### src/rtl/vga_timing_gen_pkg.sv
// vga_timing_gen_pkg: 640x480@60 raster defaults, sync polarity and pin-pipeline record
package vga_timing_gen_pkg;
  localparam int TOTAL_COLS    = 800;
  localparam int TOTAL_ROWS    = 525;
  localparam int ACTIVE_COLS   = 640;
  localparam int ACTIVE_ROWS   = 480;
  localparam int H_FRONT_PORCH = 16;
  localparam int H_SYNC_WIDTH  = 96;
  localparam int V_FRONT_PORCH = 10;
  localparam int V_SYNC_WIDTH  = 2;
  localparam int VIDEO_DELAY   = 2;
  localparam logic SYNC_ACTIVE = 1'b0;
  typedef struct packed {
    logic       hs;
    logic       vs;
    logic       act;
    logic [9:0] col;
  } pix_t;
  localparam pix_t PIX_IDLE = '{hs: !SYNC_ACTIVE, vs: !SYNC_ACTIVE, act: 1'b0, col: 10'd0};
  function automatic logic in_win(input logic [9:0] v, input logic [9:0] lo, input logic [9:0] hi);
    return v >= lo && v < hi;
  endfunction
endpackage

### src/rtl/vga_timing_gen_sync_delay.sv
// sync_delay: D-stage shift register of W-bit words with a per-instance reset value
module sync_delay #(
  parameter int W = 1,
  parameter int D = 1,
  parameter logic [W-1:0] RST = '0
) (
  input  logic         clk,
  input  logic         rst,
  input  logic [W-1:0] d,
  output logic [W-1:0] q
);
  logic [D*W-1:0] sr;
  // Shift in at the bottom; the oldest word leaves at the top
  always_ff @(posedge clk)
    sr <= rst ? {D{RST}} : (D*W)'({sr, d});
  assign q = sr[D*W-1 -: W];
endmodule

### src/rtl/vga_timing_gen.sv
// vga_timing_gen: VGA raster counters, game syncs, delayed pin syncs and blanked RGB (VGA_TEST_PATTERN_EN adds colour bars)
module vga_timing_gen
  import vga_timing_gen_pkg::*;
#(
  parameter int c_TOTAL_COLS    = TOTAL_COLS,
  parameter int c_TOTAL_ROWS    = TOTAL_ROWS,
  parameter int c_ACTIVE_COLS   = ACTIVE_COLS,
  parameter int c_ACTIVE_ROWS   = ACTIVE_ROWS,
  parameter int c_H_FRONT_PORCH = H_FRONT_PORCH,
  parameter int c_H_SYNC_WIDTH  = H_SYNC_WIDTH,
  parameter int c_V_FRONT_PORCH = V_FRONT_PORCH,
  parameter int c_V_SYNC_WIDTH  = V_SYNC_WIDTH,
  parameter int c_VIDEO_DELAY   = VIDEO_DELAY
) (
  input  logic       i_Clk,
  input  logic       i_Rst,
  input  logic       i_Test_Mode,
  input  logic [3:0] i_Red_Video,
  input  logic [3:0] i_Grn_Video,
  input  logic [3:0] i_Blu_Video,
  output logic       o_HSync,
  output logic       o_VSync,
  output logic [9:0] o_Col_Count,
  output logic [9:0] o_Row_Count,
  output logic       o_Frame_Start,
  output logic       o_VGA_HSync,
  output logic       o_VGA_VSync,
  output logic [3:0] o_VGA_Red,
  output logic [3:0] o_VGA_Grn,
  output logic [3:0] o_VGA_Blu
);
  localparam logic [9:0] LAST_COL = 10'(c_TOTAL_COLS - 1);
  localparam logic [9:0] LAST_ROW = 10'(c_TOTAL_ROWS - 1);
  localparam logic [9:0] ACT_COLS = 10'(c_ACTIVE_COLS);
  localparam logic [9:0] ACT_ROWS = 10'(c_ACTIVE_ROWS);
  localparam logic [9:0] HS_LO    = 10'(c_ACTIVE_COLS + c_H_FRONT_PORCH);
  localparam logic [9:0] HS_HI    = 10'(c_ACTIVE_COLS + c_H_FRONT_PORCH + c_H_SYNC_WIDTH);
  localparam logic [9:0] VS_LO    = 10'(c_ACTIVE_ROWS + c_V_FRONT_PORCH);
  localparam logic [9:0] VS_HI    = 10'(c_ACTIVE_ROWS + c_V_FRONT_PORCH + c_V_SYNC_WIDTH);
  logic       run;
  logic [9:0] col_n, row_n;
  logic [3:0] red, grn, blu;
  pix_t       pix, pix_d;
  // Next raster position; the first clock out of reset holds 0,0 so that pixel gets presented
  always_comb begin
    col_n = !run || o_Col_Count == LAST_COL ? 10'd0 : o_Col_Count + 10'd1;
    row_n = !run ? 10'd0 : o_Col_Count != LAST_COL ? o_Row_Count :
            o_Row_Count == LAST_ROW ? 10'd0 : o_Row_Count + 10'd1;
  end
  // Game-side registers: counts and their decodes always describe the same pixel
  always_ff @(posedge i_Clk)
    if (i_Rst) begin
      run           <= 1'b0;
      o_Col_Count   <= 10'd0;
      o_Row_Count   <= 10'd0;
      o_HSync       <= 1'b0;
      o_VSync       <= 1'b0;
      o_Frame_Start <= 1'b0;
    end else begin
      run           <= 1'b1;
      o_Col_Count   <= col_n;
      o_Row_Count   <= row_n;
      o_HSync       <= col_n < ACT_COLS;
      o_VSync       <= row_n < ACT_ROWS;
      o_Frame_Start <= col_n == 10'd0 && row_n == 10'd0;
    end
  // Pin decode of the current pixel; active comes from the game syncs so a reset cycle enters as blank
  always_comb begin
    pix.hs  = in_win(o_Col_Count, HS_LO, HS_HI) ? SYNC_ACTIVE : !SYNC_ACTIVE;
    pix.vs  = in_win(o_Row_Count, VS_LO, VS_HI) ? SYNC_ACTIVE : !SYNC_ACTIVE;
    pix.act = o_HSync & o_VSync;
    pix.col = o_Col_Count;
  end
  sync_delay #(.W($bits(pix_t)), .D(c_VIDEO_DELAY), .RST(PIX_IDLE)) u_delay (
    .clk(i_Clk),
    .rst(i_Rst),
    .d  (pix),
    .q  (pix_d)
  );
`ifdef VGA_TEST_PATTERN_EN
  localparam logic [9:0] BAR_W = 10'(c_ACTIVE_COLS / 8);
  logic [2:0] bar;
  // Colour bars: the three bar-index bits drive R, G, B at full scale
  always_comb begin
    bar = 3'(pix_d.col / BAR_W);
    red = i_Test_Mode ? {4{bar[2]}} : i_Red_Video;
    grn = i_Test_Mode ? {4{bar[1]}} : i_Grn_Video;
    blu = i_Test_Mode ? {4{bar[0]}} : i_Blu_Video;
  end
`else
  logic unused_bits;
  assign unused_bits = ^{i_Test_Mode, pix_d.col};
  assign red = i_Red_Video;
  assign grn = i_Grn_Video;
  assign blu = i_Blu_Video;
`endif
  // Pin registers: syncs from the delayed decode, colour blanked outside the delayed active area
  always_ff @(posedge i_Clk)
    if (i_Rst) begin
      o_VGA_HSync <= !SYNC_ACTIVE;
      o_VGA_VSync <= !SYNC_ACTIVE;
      o_VGA_Red   <= 4'd0;
      o_VGA_Grn   <= 4'd0;
      o_VGA_Blu   <= 4'd0;
    end else begin
      o_VGA_HSync <= pix_d.hs;
      o_VGA_VSync <= pix_d.vs;
      o_VGA_Red   <= pix_d.act ? red : 4'd0;
      o_VGA_Grn   <= pix_d.act ? grn : 4'd0;
      o_VGA_Blu   <= pix_d.act ? blu : 4'd0;
    end
endmodule

### config.mk
export PLATFORM = sky130hd
export DESIGN_NAME = vga_timing_gen
export DESIGN_NICKNAME = d
export VERILOG_FILES = /design/src/rtl/vga_timing_gen_pkg.sv /design/src/rtl/vga_timing_gen_sync_delay.sv /design/src/rtl/vga_timing_gen.sv
export SDC_FILE = /design/constraint.sdc
export NUM_CORES = 1
export LEC_CHECK = 0
export BUFFER_PORTS_ARGS = -buffer_cell sky130_fd_sc_hd__buf_4
export CAP_MARGIN = 40
export CORE_MARGIN = 1.5
export CORE_UTILIZATION = 47
export CTS_CLUSTER_SIZE = 28
export DETAILED_ROUTE_END_ITERATION = 10
export PLACE_DENSITY = 0.86
export RECOVER_POWER = 25
export SYNTH_ARGS = -nofsm -noshare
export SYNTH_HDL_FRONTEND = slang
export SYNTH_SLANG_ARGS = --single-unit
### constraint.sdc
create_clock -name i_Clk -period 2.3 [get_ports i_Clk]
set_clock_uncertainty 0.05 [all_clocks]
set_input_delay 0.69 -clock i_Clk [delete_from_list [all_inputs] [get_ports i_Clk]]
set_output_delay 0.69 -clock i_Clk [all_outputs]
set_load 0.01 [all_outputs]
# After elaboration in Yosys (flattened, before gate mapping)
# Cells that the tools add are included.
# word_totals
register_bits,64
inputBits,15
out_inout_bits,37
elab_cells,40
# classes
add_sub_neg,2
magnitude_cmp,6
eq_ne,3
mux,7
n_bitwise,2
n_reduce_logical,8
# op_table
operator,count
10-bit two-way mux,4
10-bit by 1-bit adder with 10-bit output (second input constant),2
10-bit equality test (second input constant),2
10-bit zero test,2
10-bit < comparator (second input constant),2
10-bit by 9-bit < comparator with 1-bit output (second input constant),2
10-bit greater-or-equal comparator (second input constant),1
10-bit by 9-bit greater-or-equal comparator with 1-bit output (second input constant),1
10-bit != test (second input constant),1
1-bit logical AND,3
1-bit two-way mux,3
2-bit OR reduction,1
1-bit bitwise AND,1
1-bit zero test,1
1-bit logical OR,1
1-bit NOT,1

# Logic depth before layout (Yosys ltp)
# Gate-level depths: netlist of the first run.
# logic_depth
depth_word,6
mapped_depth,8
ltp_nobuf,8

# Hierarchy
# A second synthesis of the first run with hierarchy kept.
# hier_totals
hier_cells,289
area_unflattened_um2,2727.6
# by_module_without_submodules
module,n_inst,cells_per_inst,area_each_um2,seq_area_each_um2
vga_timing_gen,1,222,1924.3,760.7
sync_delay,1,67,803.3,520.5

# Worst setup path after synthesis of the first run
# Ideal clock, no wire load.
# synth_timing
path_type,register to register
from,reg o_Col_Count[7]
to,reg o_Frame_Start
setup_ns,0.125
arrival_time_ns,2.040
required_time_ns,2.125
path_slack_ns,0.085
stages_incl_launch_ff,9
path_buffers,2
period_less_slack_ns,2.215
cell_sequence,dfxtp_1 -> buf_6 -> or3_4 -> or3_1 -> buf_6 -> or3_1 -> o211a_1 -> a41oi_1 -> a211oi_2
# synth_via
elab_chain_len,5
elab_cells_between_ends,10
classes_between,add/sub (1); eq/ne (2); mux (3); reduce/logical (4)
# synth_lines
item,line,text
from (decl),vga_timing_gen.sv:23,"output logic [9:0] o_Col_Count,"
from (signal assigned),vga_timing_gen.sv:61,o_Col_Count <= col_n;
"parallel branches: the longest is 4 deep, another holds 10-bit by 1-bit adder with 10-bit output",-,
1-bit logical AND *,vga_timing_gen.sv:65,o_Frame_Start <= col_n == 10'd0 && row_n == 10'd0;
to (signal assigned),vga_timing_gen.sv:58,o_Frame_Start <= 1'b0;
to (signal assigned),vga_timing_gen.sv:65,
to (decl),vga_timing_gen.sv:25,"output logic o_Frame_Start,"
# Mark *: on every way between the ends.
# A chain may end at the register's enable or synchronous reset.

# Final worst setup path of the first run
# layout_timing
from,reg o_Col_Count[5]
to,reg o_Frame_Start
# Same word-level chain as after synthesis.

==> results.txt, run 1 <==
Min-Delay Path Class = reg -> reg
WL/cell = 13.3 um
WP data required = 2.48 ns
CTS Buffer Depth = 2
CP peak stage delay = 0.43 ns
Worst VDD drop = 0.246 mV
worst path arrival time = 2.34 ns
slowest CP cell = or3_4
clock latency on the worst-skew pair = 0.30 ns
post-CTS setup buffer count = 0
library cells used by synthesis = 43
Top FF cell, synth = dfxtp_1
Worst Hold Path Cells = 1
Root Driver = clkbuf_8
DP Wirelength = 3.24 mm
H-tree Lvls = 2
element type at the critical path end = flop
Slew @ Worst Pin = 0.544 ns
initial antenna violation count = 0
Most Frequent Cell on Critical Path = or3_4
CTS sink count = 44
die width = 68.7 um
Reg clk slew, reported paths = 0.08 ns
Worst Setup Start Kind = flop
DRC = 0
area post-placement = 2430 um^2
area grow syn2layout = 25.5%
placed insts = 317
# rows = 23
crit path to = o_Frame_Start$_SDFF_PP0_
total wire length = 4.33 mm
vias per cell = 5.42
Die H = 68.7 um
GPL Wtd Cong = 0.889
Mapped Nets = 243
fin cells = 325
final hold vios = 0
I/O pin count = 52
cts bufs inserted = 5
status = finished clean
GRT Overall Usage = 20.6%
Final setup viols = 0
Slew HR = 63.7%
vias in the first global route = 1669
CP Cell Sequence = or3_4, or3_4, nor3_1, xnor2_1, a41oi_1, a211oi_2
asr flop ratio synth = 0%
worst reg-to-reg path cell count = 6
Design Power = 0.00142 W
total number of vias = 1760
total negative setup slack = 0 ns
# nets final = 294
antenna cells = 0
crit path from = o_Col_Count[5]$_SDFF_PP0_
drt initial violations = 62
Syn. warnings = 0
synthesized area = 2030 um^2
reg2reg start = o_Col_Count[5]$_SDFF_PP0_
commonest non-fill, non-tap cell in the layout = buf_4
Post-Synthesis Cells = 223
synthesized area per cell = 9.08 um^2
synthesis-stage register bit count = 44
Core ar. = 4060 um^2
min Tclk post-route = 2.16 ns
commonest non-fill, non-tap cells in the layout = buf_4 (66), dfxtp_1 (44), nor2_1 (25), nand3_1 (11), xnor2_1 (11)
Slew Limit Fails = 0
fmax = 0.462 GHz
Leak = 1.06 nW
CTS tree = done
DIE AREA = 4710 um^2
Port Buffer Count = 50
layout cells sized above 1 = 30.9%
sequential fraction of the synthesis area = 43.5%
largest net degree at the start of global routing = 14
Reg2Reg Setup Slack = 0.14 ns
MaxCap Viol Count = 0
Post-Layout Inst Area = 2540 um^2
starting density of the core = 49.9%
Pre-Repair DR Iteration Count = 4
Crit Path Category = reg -> reg
Post-synth EDFFs = 0
global-route wire length before repair = 7.20 mm
RR Endpoint = o_Frame_Start$_SDFF_PP0_
period utilization = 94.0%
total congestion overflow = 0
Power Dens Cells = 557 nW/um^2
maximum fanout along the worst path = 7
RSZ-0062 raised after global routing = false
antenna-violating nets left = 0
==> synthesized netlist by cell type, drive strengths merged (2+ instances only) <==
master   n  share of area (%)
dfxtp   44                 43
nor2    25                4.6
buf     20                7.5
and2    14                4.4
nand3   11                2.7
xnor2   11                4.8
nand2    9                1.7
xor2     9                3.9
inv      8                1.5
nand4    8                2.5
nor3     6                1.5
ha       5                3.1
a21oi    4               0.99
and3     4                1.2
nor2b    4                1.2
nor4     4                1.2
o21ai    4                1.2
or2      4                1.2
or3      4                1.5
a211oi   3                1.4
clkbuf   3               0.56
a31oi    2               0.62
nand3b   2               0.74
or4      2               0.74
==> where the power goes <==
| part | switching, W | internal [W] | leakage [nW] | total [W] |
|---|---|---|---|---|
| Sequential | 0.00000589 | 0.000770 | 0.357 | 0.000776 |
| Clock | 0.000255 | 0.000322 | 0.0552 | 0.000577 |
| Combinational | 0.0000295 | 0.0000343 | 0.652 | 0.0000638 |
==> registers in the layout, summed over array words and instances (netlist names), 4 cells and up <==
register and flops:
u_delay.sr 6, o_VGA_Blu 4, o_VGA_Grn 4, o_Row_Count 10, o_Col_Count 10, o_VGA_Red 4
==> layer usage <==
| layer | vias up | GRT usage [%] | share of wire (%) | routed length [um] |
|---|---|---|---|---|
| li1 | 847 | - | - | - |
| met2 | 79 | 33.1 | 46 | 2020 |
| met5 | - | 0 | 0 | 0 |
| met3 | 16 | 6.33 | 10 | 448 |
| met4 | 0 | 11.0 | 2.6 | 112 |
| met1 | 818 | 24.4 | 41 | 1760 |
==> critical path: cells and delay by family, from the launching register on <==
family	cells	cell delay, ns
flops	1	0.32
compound gates	2	0.34
xor+xnor	1	0.23
simple gates	3	1.15
==> cell type report <==
cell class	count	area [um^2]
timing repair buffer	67	499
sequential	44	881
fill	343	1520
clock buffer	6	72.6
multi-input combinational	148	962
tap	50	62.6
clock inverter	2	35.0
inverter	8	30.0
==> logic make-up (layout without fill, tap and decap cells) <==
| group | Yosys count | count (layout) | share of synthesized area (%) |
|---|---|---|---|
| simple gates | 101 | 101 | 26.9 |
| flops | 44 | 44 | 43.5 |
| buf+inv | 31 | 83 | 9.57 |
| compound gates | 22 | 22 | 8.28 |
| xor+xnor | 20 | 20 | 8.65 |
| fa+ha+maj | 5 | 5 | 3.09 |
==> per-stage QoR <==
stage / utilization (%) / setup slack [ns] / hold slack, ns
2_1_floorplan: - / 0.0853 / 0.339
3_3_place_gp: 59.8 / 0.142 / 0.342
3_5_place_dp: 59.8 / 0.122 / 0.353
4_1_cts: 62.5 / 0.106 / 0.372
5_1_grt: 62.7 / 0.0556 / 0.388
6_report: 62.7 / 0.137 / 0.366
==> worst min-delay path by stage <==
stage / startpoint / endpoint / slack, ns
2_1_floorplan: u_delay.sr[25]$_SDFF_PP1_ / o_VGA_HSync$_SDFF_PP1_ / 0.34
3_3_place_gp: u_delay.sr[11]$_SDFF_PP1_ / u_delay.sr[24]$_SDFF_PP1_ / 0.34
3_5_place_dp: u_delay.sr[24]$_SDFF_PP1_ / o_VGA_VSync$_SDFF_PP1_ / 0.35
4_1_cts: u_delay.sr[24]$_SDFF_PP1_ / o_VGA_VSync$_SDFF_PP1_ / 0.37
5_1_grt: u_delay.sr[25]$_SDFF_PP1_ / o_VGA_HSync$_SDFF_PP1_ / 0.39
6_report: u_delay.sr[24]$_SDFF_PP1_ / o_VGA_VSync$_SDFF_PP1_ / 0.37
==> repair_timing <==
| action | CTS | global route |
|---|---|---|
| endpoints found under the setup margin | 0 | 2 |
| hold buffers | 0 | 0 |
| gates resized for setup | 0 | 2 |
Note: power is estimated with default switching activity, not from simulation.
==> run 2, diff against run 1 <==
CELL_PAD_IN_SITES_DETAIL_PLACEMENT = 0   (was default)
CELL_PAD_IN_SITES_GLOBAL_PLACEMENT = 1   (was default)
CORE_UTILIZATION = 39   (was 47)
CTS_CLUSTER_DIAMETER = 50   (was default)
PLACE_DENSITY = 0.9   (was 0.86)
clock period = 2.4 ns   (was 2.3 ns; I/O delays follow)
==> results.txt, run 2 (synthesized netlist as in run 1, its figures left out) <==
status = finished clean
CTS Buffer Depth = 2 (unchanged)
fin cells = 344 (+5.8%)
maximum fanout along the worst path = 10 (+3)
DRC = 0 (unchanged)
crit path from = o_Col_Count[5]$_SDFF_PP0_
final hold slack = 0.364 ns (-0.00185 ns)
total of fill cells in the finished design = 489 (+43%)
Final setup viols = 0 (unchanged)
Slew HR = 62.6% (-1.1 points)
reg2reg start = o_Col_Count[5]$_SDFF_PP0_
Power Dens Cells = 534 nW/um^2 (-4.2%)
vias in the first global route = 1483 (-11%)
Leak = 1.06 nW (-0.87%)
initial antenna violation count = 0 (unchanged)
GR Util met3 = 5.49% (-0.84 points)
Slew Limit Fails = 0 (unchanged)
Crit Path Category = reg -> reg
commonest non-fill, non-tap cells in the layout = buf_4 (65), dfxtp_1 (44), nor2_1 (25), nand3_1 (11), xnor2_1 (11)
total wire length = 4.24 mm (-2.1%)
H-tree Lvls = 2 (unchanged)
MaxCap Viol Count = 0 (unchanged)
RSZ-0062 raised after global routing = false
antenna-violating nets left = 0 (unchanged)
placed insts = 336 (+6.0%)
Min-Delay Path Class = reg -> reg
Reg clk slew, reported paths = 0.09 ns (about the same)
starting density of the core = 40.2% (-9.7 points)
antenna cells = 0 (unchanged)
CP Cell Sequence = or3_4, or3_1, or3_1, o211a_1, a41oi_1, a211oi_2
period utilization = 94.5% (+0.47 points)
cts bufs inserted = 5 (unchanged)
Worst Setup Start Kind = flop
worst path arrival time = 2.41 ns (+0.07 ns)
Port Buffer Count = 50 (unchanged)
routing usage on met2 = 25.7% (-7.4 points)
global-route wire length before repair = 6.61 mm (-8.2%)
clock latency on the worst-skew pair = 0.30 ns (about the same)
area grow syn2layout = 25.8%
Crit path max-delay family = simple AND/OR/NAND/NOR gates
Slew @ Worst Pin = 0.560 ns (+0.0163 ns)
Largest regs = o_Col_Count: 10 flops, o_Row_Count: 10 flops, u_delay.sr: 6 flops
Comb power frac = 4.5% (about the same)
Buf+Inv Stages, Crit Path = 0 (unchanged)
largest net degree at the start of global routing = 14 (unchanged)
Sw Share = 20.6% (+0.14 points)
vias per cell = 4.94 (-8.9%)
commonest non-fill, non-tap cell in the layout = buf_4
met1 usage = 19.0% (-5.4 points)
Post-Layout Inst Area = 2550 um^2 (+0.25%)
final hold vios = 0 (unchanged)
hold_sp = u_delay.sr[24]$_SDFF_PP1_
I/O pin count = 52 (unchanged)
fraction of power consumed by sequential logic = 54.6% (-0.2 points)
area post-placement = 2440 um^2 (+0.72%)
fmax = 0.441 GHz (-4.6%)
# hold bufs at CTS = 0 (unchanged)
DP Wirelength = 3.20 mm (-1.3%)
die width = 75.1 um (+9.4%)
Core ar. = 5040 um^2 (+24%)
GRT Overall Usage = 15.6% (-5.0 points)
Root Driver = clkbuf_8
Worst VDD drop = 0.215 mV (-12%)
Most Frequent Cell on Critical Path = or3_1
total negative setup slack = 0 ns (unchanged)
WP data required = 2.54 ns (+0.06 ns)
CP peak stage delay = 0.52 ns (+0.09 ns)
# nets final = 293 (-0.34%)
total number of vias = 1698 (-3.5%)
clock power share = 40.9% (+0.2 points)
internal power = 0.00108 W (-4.2%)
Net Sw Power = 0.000280 W (-3.3%)
CTS tree = done
post-cts sizing count = 0 (unchanged)
# rows = 26 (+13%)
CTS sink count = 44 (unchanged)
total congestion overflow = 0 (unchanged)
min Tclk post-route = 2.27 ns (+0.105 ns)
post-CTS setup buffer count = 0 (unchanged)
Top Usage Layer GRT = met2
DIE AREA = 5640 um^2 (+20%)
final core occ = 50.5% (-12 points)
Die H = 75.1 um (+9.4%)
slowest CP cell = or3_1
element type at the critical path end = flop
GPL Wtd Cong = 0.843 (-5.1%)
drt initial violations = 60 (-3.2%)
WL/cell = 12.3 um (-7.5%)
layout cells sized above 1 = 29.9% (-0.98 points)
Pre-Repair DR Iteration Count = 4 (unchanged)
-- run 2: worst paths after layout --
path	slack (ns)	end	cells past startpoint
min reg2reg	0.36	o_VGA_VSync$_SDFF_PP1_	1
max	0.13	o_Frame_Start$_SDFF_PP0_	6
max reg2reg	0.13	o_Frame_Start$_SDFF_PP0_	6
min	0.36	o_VGA_VSync$_SDFF_PP1_	1
-- run 2: layout make-up --
type | instances | area (um^2) | area share (%)
clock inverter | 2 | 35.0 | 1.37
inverter | 8 | 30.0 | 1.18
clock buffer | 6 | 72.6 | 2.85
multi-input combinational | 148 | 951 | 37.3
timing repair buffer | 66 | 492 | 19.3
sequential | 44 | 881 | 34.6
tap | 70 | 87.6 | 3.44
-- run 2: metrics by stage --
stage               worst slack [ns]  power (W)
floorplan                      0.185   0.000790
global placement               0.152   0.000823
detailed placement             0.150   0.000824
CTS                            0.137    0.00138
global route                  0.0310    0.00142
finish                         0.131    0.00136
-- run 2: per-layer routing --
metal	wire length [um]	vias up
met1	1850	779
met5	0	-
met2	1950	73
met3	405	4
met4	34	0
li1	-	842
-- run 2: power by group through the flow --
stage / clock, W / sequential, W / combinational (W)
after detailed placement: 0 / 0.000761 / 0.0000633
after floorplan: 0 / 0.000762 / 0.0000276
final: 0.000556 / 0.000743 / 0.0000613
after CTS: 0.000570 / 0.000743 / 0.0000635
after global placement: 0 / 0.000761 / 0.0000625
after global routing: 0.000606 / 0.000745 / 0.0000683
==> run 3, diff against run 2 <==
BUFFER_PORTS_ARGS = default   (was -buffer_cell sky130_fd_sc_hd__buf_4)
CORE_UTILIZATION = 35   (was 39)
DONT_BUFFER_PORTS = 1   (was default)
PLACE_DENSITY = 0.73   (was 0.9)
==> results.txt, run 3 (synthesized netlist as in run 1, its figures left out) <==
Port Buffer Count = 0 (-100%)
GPL Wtd Cong = 0.825 (-2.2%)
Slew @ Worst Pin = 0.552 ns (-0.00762 ns)
CTS tree = done
Root Driver = clkbuf_8
Worst VDD drop = 0.229 mV (+6.3%)
# nets final = 247 (-16%)
global-route wire length before repair = 6.71 mm (+1.5%)
post-cts sizing count = 0 (unchanged)
total congestion overflow = 0 (unchanged)
H-tree Lvls = 2 (unchanged)
total number of vias = 1511 (-11%)
RSZ-0062 raised after global routing = false
clock latency on the worst-skew pair = 0.29 ns (about the same)
Final setup viols = 0 (unchanged)
post-CTS setup buffer count = 0 (unchanged)
Net Sw Power = 0.000275 W (-1.9%)
drt initial violations = 96 (+60%)
maximum fanout along the worst path = 6 (-4)
DP Wirelength = 3.16 mm (-1.1%)
vias per cell = 5.04 (+2.0%)
min Tclk post-route = 2.24 ns (-0.0240 ns)
GRT Overall Usage = 14.1% (-1.5 points)
I/O pin count = 52 (unchanged)
WL/cell = 14.3 um (+16%)
period utilization = 93.5% (-1.0 points)
antenna cells = 0 (unchanged)
Crit Path Category = reg -> reg
layout cells sized above 1 = 15.8% (-14 points)
Min-Delay Path Class = reg -> reg
Place WS = 0.226 ns (+0.0757 ns)
DIE AREA = 6250 um^2 (+11%)
MaxCap Viol Count = 0 (unchanged)
Slew Limit Fails = 0 (unchanged)
CTS sink count = 44 (unchanged)
final hold vios = 0 (unchanged)
starting density of the core = 36.6% (-3.6 points)
final setup margin = 0.155 ns (+0.0240 ns)
worst path arrival time = 2.38 ns (-0.03 ns)
Slew HR = 63.1% (+0.51 points)
Leak = 0.821 nW (-22%)
Comb power frac = 2.7% (-1.8 points)
area grow syn2layout = 9.51%
internal power = 0.00106 W (-1.6%)
CTS Buffer Depth = 2 (unchanged)
Sw Share = 20.6% (-0.062 points)
# hold bufs at CTS = 0 (unchanged)
final core occ = 40.0% (-11 points)
total negative setup slack = 0 ns (unchanged)
commonest non-fill, non-tap cell in the layout = dfxtp_1
Pre-Repair DR Iteration Count = 4 (unchanged)
die width = 79.1 um (+5.3%)
Core ar. = 5540 um^2 (+9.9%)
vias in the first global route = 1362 (-8.2%)
fmax = 0.446 GHz (+1.1%)
DRC = 0 (unchanged)
Reg clk slew, reported paths = 0.08 ns (about the same)
status = finished clean
# rows = 27 (+3.8%)
Worst Setup Start Kind = flop
WP data required = 2.53 ns (about the same)
largest net degree at the start of global routing = 14 (unchanged)
clock power share = 41.5% (+0.6 points)
Power Dens Cells = 603 nW/um^2 (+13%)
Die H = 79.1 um (+5.3%)
commonest non-fill, non-tap cells in the layout = dfxtp_1 (44), nor2_1 (25), buf_4 (18), nand3_1 (11), xnor2_1 (11)
element type at the critical path end = flop
initial antenna violation count = 0 (unchanged)
fraction of power consumed by sequential logic = 55.8% (+1.2 points)
cts bufs inserted = 5 (unchanged)
final hold slack = 0.361 ns (-0.00330 ns)
total wire length = 4.29 mm (+1.0%)
Largest regs = o_Col_Count: 10 flops, o_Row_Count: 10 flops, u_delay.sr: 6 flops
antenna-violating nets left = 0 (unchanged)
run 3: changes by cell type in the layout (fill, tap and decap cells not counted):
cell / change
buf_4: -47
buf_12: +1
run 3: stage by stage:
step | instances | area [um^2] | total power, W
after floorplan | 223 | 2030 | 0.000790
after global placement | 292 | 2110 | 0.000800
after detailed placement | 292 | 2110 | 0.000801
after CTS | 300 | 2220 | 0.00136
after global routing | 300 | 2220 | 0.00140
final | 300 | 2220 | 0.00134
run 3: path summary, 6_finish.rpt:
check                           cells after the start  slack, ns                        end                 startpoint
worst max-delay path                                7       0.16   o_Frame_Start$_SDFF_PP0_  o_Col_Count[0]$_SDFF_PP0_
worst min-delay path                                1       0.36  u_delay.sr[25]$_SDFF_PP1_  u_delay.sr[12]$_SDFF_PP1_
worst max register to register                      7       0.16   o_Frame_Start$_SDFF_PP0_  o_Col_Count[0]$_SDFF_PP0_
worst min register to register                      1       0.36  u_delay.sr[25]$_SDFF_PP1_  u_delay.sr[12]$_SDFF_PP1_
run 3: area by class of cell:
type	instances	area, um^2
repair buffers	20	159
flip-flops and latches	44	881
multi-input cells	148	951
clock inverters	2	35.0
clock buffers	6	72.6
well taps	72	90.1
inverters	8	30.0
fillers	569	3320
run 3: critical path, cell delays in order (launching register included):
cell	delay [ns]
dfxtp_1	0.35
ha_1	0.18
nand4_1	0.21
or3_1	0.47
or3_1	0.41
o211a_1	0.15
a41oi_1	0.26
a211oi_2	0.05
run 3: per-layer routing:
metal	GRT usage [%]	wire length [um]
met3	5.52	387
met5	0	0
met2	21.0	1810
met4	7.54	85
met1	17.3	2010
run 3: power by group through the flow:
stage,logic [W],clock network [W],registers (W)
final,0.0000366,0.000555,0.000747
after global routing,0.0000411,0.000612,0.000748
after CTS,0.0000373,0.000575,0.000747
after detailed placement,0.0000370,0,0.000764
after global placement,0.0000366,0,0.000764
after floorplan,0.0000276,0,0.000762
